==> src/rtl/multicycle_ctrl.sv <==
// multicycle_ctrl: main control FSM for the multicycle MIPS lab CPU.
// Sequences the shared memory port, ALU and IR/MDR/A/B/ALUOut registers one
// state per cycle, counts retired instructions and flags illegal opcodes.
// Optional build macro MULTICYCLE_MEM_WAIT_EN adds mem_ready_i so that FETCH,
// MEM_RD and MEM_WR stall until memory signals completion.
module multicycle_ctrl #(
    parameter int CNT_W = 32
) (
    input  logic             clk_i,
    input  logic             rst_i,
`ifdef MULTICYCLE_MEM_WAIT_EN
    input  logic             mem_ready_i,
`endif
    input  logic [5:0]       opcode_i,
    input  logic [5:0]       funct_i,
    input  logic             zero_i,
    output logic             pc_en_o,
    output logic             iord_o,
    output logic             mem_read_o,
    output logic             mem_write_o,
    output logic             ir_write_o,
    output logic [1:0]       reg_dst_o,
    output logic [1:0]       mem_to_reg_o,
    output logic             reg_write_o,
    output logic             alu_src_a_o,
    output logic [1:0]       alu_src_b_o,
    output logic [1:0]       alu_op_o,
    output logic [1:0]       pc_src_o,
    output logic             instr_done_o,
    output logic [CNT_W-1:0] instr_cnt_o,
    output logic             illegal_o,
    output logic [3:0]       state_o
);

    typedef enum logic [3:0] {
        FETCH    = 4'd0,
        DECODE   = 4'd1,
        MEM_ADDR = 4'd2,
        MEM_RD   = 4'd3,
        MEM_WB   = 4'd4,
        MEM_WR   = 4'd5,
        R_EXEC   = 4'd6,
        R_WB     = 4'd7,
        BRANCH   = 4'd8,
        JUMP     = 4'd9,
        I_EXEC   = 4'd10,
        I_WB     = 4'd11,
        JAL      = 4'd12,
        JR       = 4'd13,
        HALT     = 4'd15
    } state_t;

    localparam logic [5:0] OP_RTYPE = 6'h00;
    localparam logic [5:0] OP_J     = 6'h02;
    localparam logic [5:0] OP_JAL   = 6'h03;
    localparam logic [5:0] OP_BEQ   = 6'h04;
    localparam logic [5:0] OP_BNE   = 6'h05;
    localparam logic [5:0] OP_ADDI  = 6'h08;
    localparam logic [5:0] OP_SLTI  = 6'h0A;
    localparam logic [5:0] OP_LW    = 6'h23;
    localparam logic [5:0] OP_SW    = 6'h2B;
    localparam logic [5:0] FN_JR    = 6'h08;

    state_t           state_reg, state_next;
    logic [CNT_W-1:0] cnt_reg;
    logic             illegal_reg;
    logic             mem_ok;

    // Raw (pre-reset-gating) control values produced by the decoder.
    logic       pc_en, iord, mem_read, mem_write, ir_write, reg_write;
    logic       alu_src_a, done;
    logic [1:0] reg_dst, mem_to_reg, alu_src_b, alu_op, pc_src;

`ifdef MULTICYCLE_MEM_WAIT_EN
    assign mem_ok = mem_ready_i;
`else
    assign mem_ok = 1'b1;
`endif

    // State register, retired-instruction counter and sticky illegal flag.
    always_ff @(posedge clk_i) begin
        if (rst_i) begin
            state_reg   <= FETCH;
            cnt_reg     <= '0;
            illegal_reg <= 1'b0;
        end else begin
            state_reg <= state_next;
            if (done)
                cnt_reg <= cnt_reg + CNT_W'(1);
            // Raised on the edge entering HALT so it is visible for the whole stay.
            if (state_next == HALT)
                illegal_reg <= 1'b1;
        end
    end

    // Next-state decode and Moore control outputs (pc_en also depends on zero_i in BRANCH).
    always_comb begin
        state_next = state_reg;
        pc_en      = 1'b0;
        iord       = 1'b0;
        mem_read   = 1'b0;
        mem_write  = 1'b0;
        ir_write   = 1'b0;
        reg_write  = 1'b0;
        alu_src_a  = 1'b0;
        done       = 1'b0;
        reg_dst    = 2'b00;
        mem_to_reg = 2'b00;
        alu_src_b  = 2'b00;
        alu_op     = 2'b00;
        pc_src     = 2'b00;
        case (state_reg)
            FETCH: begin
                mem_read  = 1'b1;
                alu_src_b = 2'b01;
                pc_en     = mem_ok;
                ir_write  = mem_ok;
                if (mem_ok)
                    state_next = DECODE;
            end
            DECODE: begin
                // Speculatively compute the branch target into ALUOut.
                alu_src_b = 2'b11;
                case (opcode_i)
                    OP_RTYPE:       state_next = (funct_i == FN_JR) ? JR : R_EXEC;
                    OP_LW, OP_SW:   state_next = MEM_ADDR;
                    OP_BEQ, OP_BNE: state_next = BRANCH;
                    OP_ADDI, OP_SLTI: state_next = I_EXEC;
                    OP_J:           state_next = JUMP;
                    OP_JAL:         state_next = JAL;
                    default:        state_next = HALT;
                endcase
            end
            MEM_ADDR: begin
                alu_src_a  = 1'b1;
                alu_src_b  = 2'b10;
                state_next = (opcode_i == OP_LW) ? MEM_RD : MEM_WR;
            end
            MEM_RD: begin
                iord     = 1'b1;
                mem_read = 1'b1;
                if (mem_ok)
                    state_next = MEM_WB;
            end
            MEM_WB: begin
                mem_to_reg = 2'b01;
                reg_write  = 1'b1;
                done       = 1'b1;
                state_next = FETCH;
            end
            MEM_WR: begin
                iord      = 1'b1;
                mem_write = 1'b1;
                done      = mem_ok;
                if (mem_ok)
                    state_next = FETCH;
            end
            R_EXEC: begin
                alu_src_a  = 1'b1;
                alu_op     = 2'b10;
                state_next = R_WB;
            end
            R_WB: begin
                reg_dst    = 2'b01;
                reg_write  = 1'b1;
                done       = 1'b1;
                state_next = FETCH;
            end
            I_EXEC: begin
                alu_src_a  = 1'b1;
                alu_src_b  = 2'b10;
                alu_op     = 2'b11;
                state_next = I_WB;
            end
            I_WB: begin
                reg_write  = 1'b1;
                done       = 1'b1;
                state_next = FETCH;
            end
            BRANCH: begin
                alu_src_a  = 1'b1;
                alu_op     = 2'b01;
                pc_src     = 2'b01;
                pc_en      = (opcode_i == OP_BNE) ? ~zero_i : zero_i;
                done       = 1'b1;
                state_next = FETCH;
            end
            JUMP: begin
                pc_src     = 2'b10;
                pc_en      = 1'b1;
                done       = 1'b1;
                state_next = FETCH;
            end
            JAL: begin
                // PC already holds PC+4 from FETCH, so $31 gets the return address.
                pc_src     = 2'b10;
                pc_en      = 1'b1;
                reg_dst    = 2'b10;
                mem_to_reg = 2'b10;
                reg_write  = 1'b1;
                done       = 1'b1;
                state_next = FETCH;
            end
            JR: begin
                pc_src     = 2'b11;
                pc_en      = 1'b1;
                done       = 1'b1;
                state_next = FETCH;
            end
            HALT: begin
                state_next = HALT;
            end
            default: begin
                state_next = FETCH;
            end
        endcase
    end

    // Every output is held at zero while reset is asserted.
    assign pc_en_o      = pc_en & ~rst_i;
    assign iord_o       = iord & ~rst_i;
    assign mem_read_o   = mem_read & ~rst_i;
    assign mem_write_o  = mem_write & ~rst_i;
    assign ir_write_o   = ir_write & ~rst_i;
    assign reg_write_o  = reg_write & ~rst_i;
    assign alu_src_a_o  = alu_src_a & ~rst_i;
    assign instr_done_o = done & ~rst_i;
    assign reg_dst_o    = rst_i ? 2'b00 : reg_dst;
    assign mem_to_reg_o = rst_i ? 2'b00 : mem_to_reg;
    assign alu_src_b_o  = rst_i ? 2'b00 : alu_src_b;
    assign alu_op_o     = rst_i ? 2'b00 : alu_op;
    assign pc_src_o     = rst_i ? 2'b00 : pc_src;
    assign instr_cnt_o  = rst_i ? '0 : cnt_reg;
    assign illegal_o    = illegal_reg & ~rst_i;
    assign state_o      = rst_i ? 4'd0 : state_reg;

endmodule
==> config.mk <==
export PLATFORM = sky130hd
export DESIGN_NAME = multicycle_ctrl
export DESIGN_NICKNAME = d
export VERILOG_FILES = /design/src/rtl/multicycle_ctrl.sv
export SDC_FILE = /design/constraint.sdc
export NUM_CORES = 1
export LEC_CHECK = 0
export ABC_AREA = 1
export CAP_MARGIN = 20
export CORE_MARGIN = 2
export CORE_UTILIZATION = 45
export DETAILED_ROUTE_END_ITERATION = 10
export GPL_ROUTABILITY_DRIVEN = 0
export PLACE_DENSITY = 0.75
export SLEW_MARGIN = 20
export SYNTH_ARGS = -nofsm -noshare
export SYNTH_HDL_FRONTEND = slang
export SYNTH_SLANG_ARGS = --single-unit
==> constraint.sdc <==
create_clock -name clk_i -period 3 [get_ports clk_i]
set_input_delay 0.6 -clock clk_i [delete_from_list [all_inputs] [get_ports clk_i]]
set_output_delay 0.6 -clock clk_i [all_outputs]
set_load 0.01 [all_outputs]
==> results.yml <==
power_and_ir_drop:
  max-vdd-ir-drop_mv: 0.500
  p_leak_uw: 0.00136
  p_per_area_mw_per_mm2: 484
critical_path:
  cp-end-kind: "primary output"
  crit_chain: "nand2_4 > nor2_1 > inv_1 > a31oi_1 > clkdlybuf4s50_1"
  cp_max_fo: 10
  worst-setup-path-type: "flip-flop to primary output"
  start_kind: "flip-flop"
  critical_path.slowest_cell: "dfxtp_1"
  critical_path_buf_inv_count: 2
  slowest_delay_ns: 0.64
  cp_data_required_time_ns: 2.40
  arrival_ns: 2.04
  path_delay_family: "flip-flops"
routing:
  vias: 2926
  routedWlPerCell_um: 11.9
  vias_per_cell: 5.16
  totalWireLength_um: 6770
  ant_nets: 0
  drcViolationCount: 0
  drt_pre_antenna_iters: 5
  drt_iter0_markers: 228
logic_synthesis:
  synth_top_cell_by_area: "dfxtp_1"
  synth_area_mm2: 0.00263
  synth_cells: 425
  synth_seq_cells: 37
  ys_warn_count: 0
  yosysUniqueCellTypes: 41
  synth_top_area_share: 0.282
  syn-num-nets: 441
  syn_area_per_cell_um2: 6.18
  synth_area_leaders: "dfxtp_1, nor2_1, nand2_1, inv_1, a21oi_1"
  synth-seq-area-share: 0.282
placed_design:
  numPortBuffers: 69
  place_area_mm2: 0.00339
  dp_cells: 559
  dp_hpwl_um: 5290
floorplan:
  start_util: 0.471
  core_mm2: 0.00557
  die_width_um: 80.4
  die_area_mm2: 0.00647
  die_y_um: 80.4
  io_pins: 70
  row_count: 27
finish:
  largest_reg_flops: 32
  diodes: 0
  stdcell_count: 567
  postLayoutCellArea_mm2: 0.00350
  nNetsFinal: 510
  drive_gt1_frac: 0.115
  fill_cells: 549
  area_growth_pct: 33.1
  final_common_cell: "nor2_1"
  final_cell_mix: "nor2_1, nand2_1, clkdlybuf4s50_1, inv_1, dfxtp_1"
timing:
  slew_viol_final: 0
  layout_min_cycle_time_ns: 2.64
  holdWs_ns: 0.468
  period_share: 0.879
  slew_headroom: 0.666
  setup_tns_ns: 0
  rsz0062_at_grt: "no"
  clock.fmax_mhz: 379
  skew_ns: 0.00655
  setup-violations-final: 0
  worstMarginPinSlew_ns: 0.501
  finalHoldViolations: 0
global_route:
  grt_usage: 0.223
  grt_max_degree: 38
  overflow: 0
  antenna_found_initial: 0
  grt_pass1_wl_um: 11500
  grt_pass1_vias: 2593
clocking:
  post_cts.repair.setup_buffers: 0
  insertion_delay_ns: 0.29
  clock_path_buffers: 2
  htree_levels: 2
  clk_pin_slew_ns: 0.07
  root_buffer: "clkbuf_8"
  cts_sinks: 37
  cts_tree: "done"
  cts_buffers: 5
status:
  status: "finished, final reports clean"
run:
  maxCapViolations: 0
hold_path:
  hp-class: "flip-flop to flip-flop"
-- cells in the mapped netlist, drive strengths merged --
cell type  number
ha              1
nand2          90
nand3b          1
a31oi           2
inv            67
a22oi           1
buf            10
o21ai          12
clkbuf          3
nand4           8
nor2           96
xor2            9
o22a            1
o21bai          1
and3            1
o211ai          3
o21a            2
nand3          19
a311oi          1
nor4            5
dfxtp          37
nor3           24
a2bb2oi         1
a21oi          29
a211oi          1
-- layout make-up --
| cell class | count | area [um2] | share of cell area |
|---|---|---|---|
| Timing Repair Buffer | 75 | 746 | 0.213 |
| Inverter | 67 | 256 | 0.0733 |
| Clock buffer | 7 | 96.3 | 0.0275 |
| Sequential cell | 37 | 741 | 0.212 |
| Tap cell | 72 | 90.1 | 0.0258 |
| Multi-Input combinational cell | 308 | 1560 | 0.447 |
| Clock inverter | 1 | 5.00 | 0.00143 |
-- path summary, 6_finish.rpt --
path	slack, ns	endpoint	from	cells after the start
min	0.47	illegal_reg	illegal_reg	2
max reg2reg	1.13	cnt_reg[16]	state_reg[0]	9
max	0.36	alu_src_a_o	state_reg[1]	5
min reg2reg	0.47	illegal_reg	illegal_reg	2
-- tightest hold or removal path, delay by kind of cell, from the launching register on --
family	cells	cell delay [ns]
flops	1	0.31
simple gates	2	0.14
-- metrics by stage --
step | setup WS (ns) | utilization | total power [uW]
global route | 0.210 | 0.628 | 1790
global placement | 0.130 | 0.609 | 1310
detailed placement | 0.0858 | 0.609 | 1320
finish | 0.364 | 0.628 | 1690
floorplan | 0.828 | - | 1060
CTS | 0.0884 | 0.627 | 1700
-- report_power, final --
group	internal, uW	switching (uW)
clock network	208	175
logic	298	426
registers	526	61.3
-- layer usage --
metal / track usage / routed length, um / vias to the layer above / share of wire
met4: 0.0712 / 90 / 0 / 0.013
met5: 0 / 0 / - / 0
met1: 0.298 / 3170 / 1328 / 0.47
met3: 0.0315 / 338 / 11 / 0.050
met2: 0.371 / 3170 / 93 / 0.47
li1: - / - / 1494 / -
-- logic make-up (layout without fill, tap and decap cells) --
family / count (synthesis) / count (layout) / synth area share
compound gates: 54 / 54 / 0.125
xor+xnor: 9 / 9 / 0.0300
fa+ha+maj: 1 / 1 / 0.00476
buf+inv: 80 / 150 / 0.123
flops: 37 / 37 / 0.282
simple gates: 244 / 244 / 0.435
-- what timing repair did --
action                     4_1_cts  5_1_grt
resized for setup                0        1
setup endpoints to repair        0        1
hold buffers                     0        0
(Power assumes the default switching activity.)
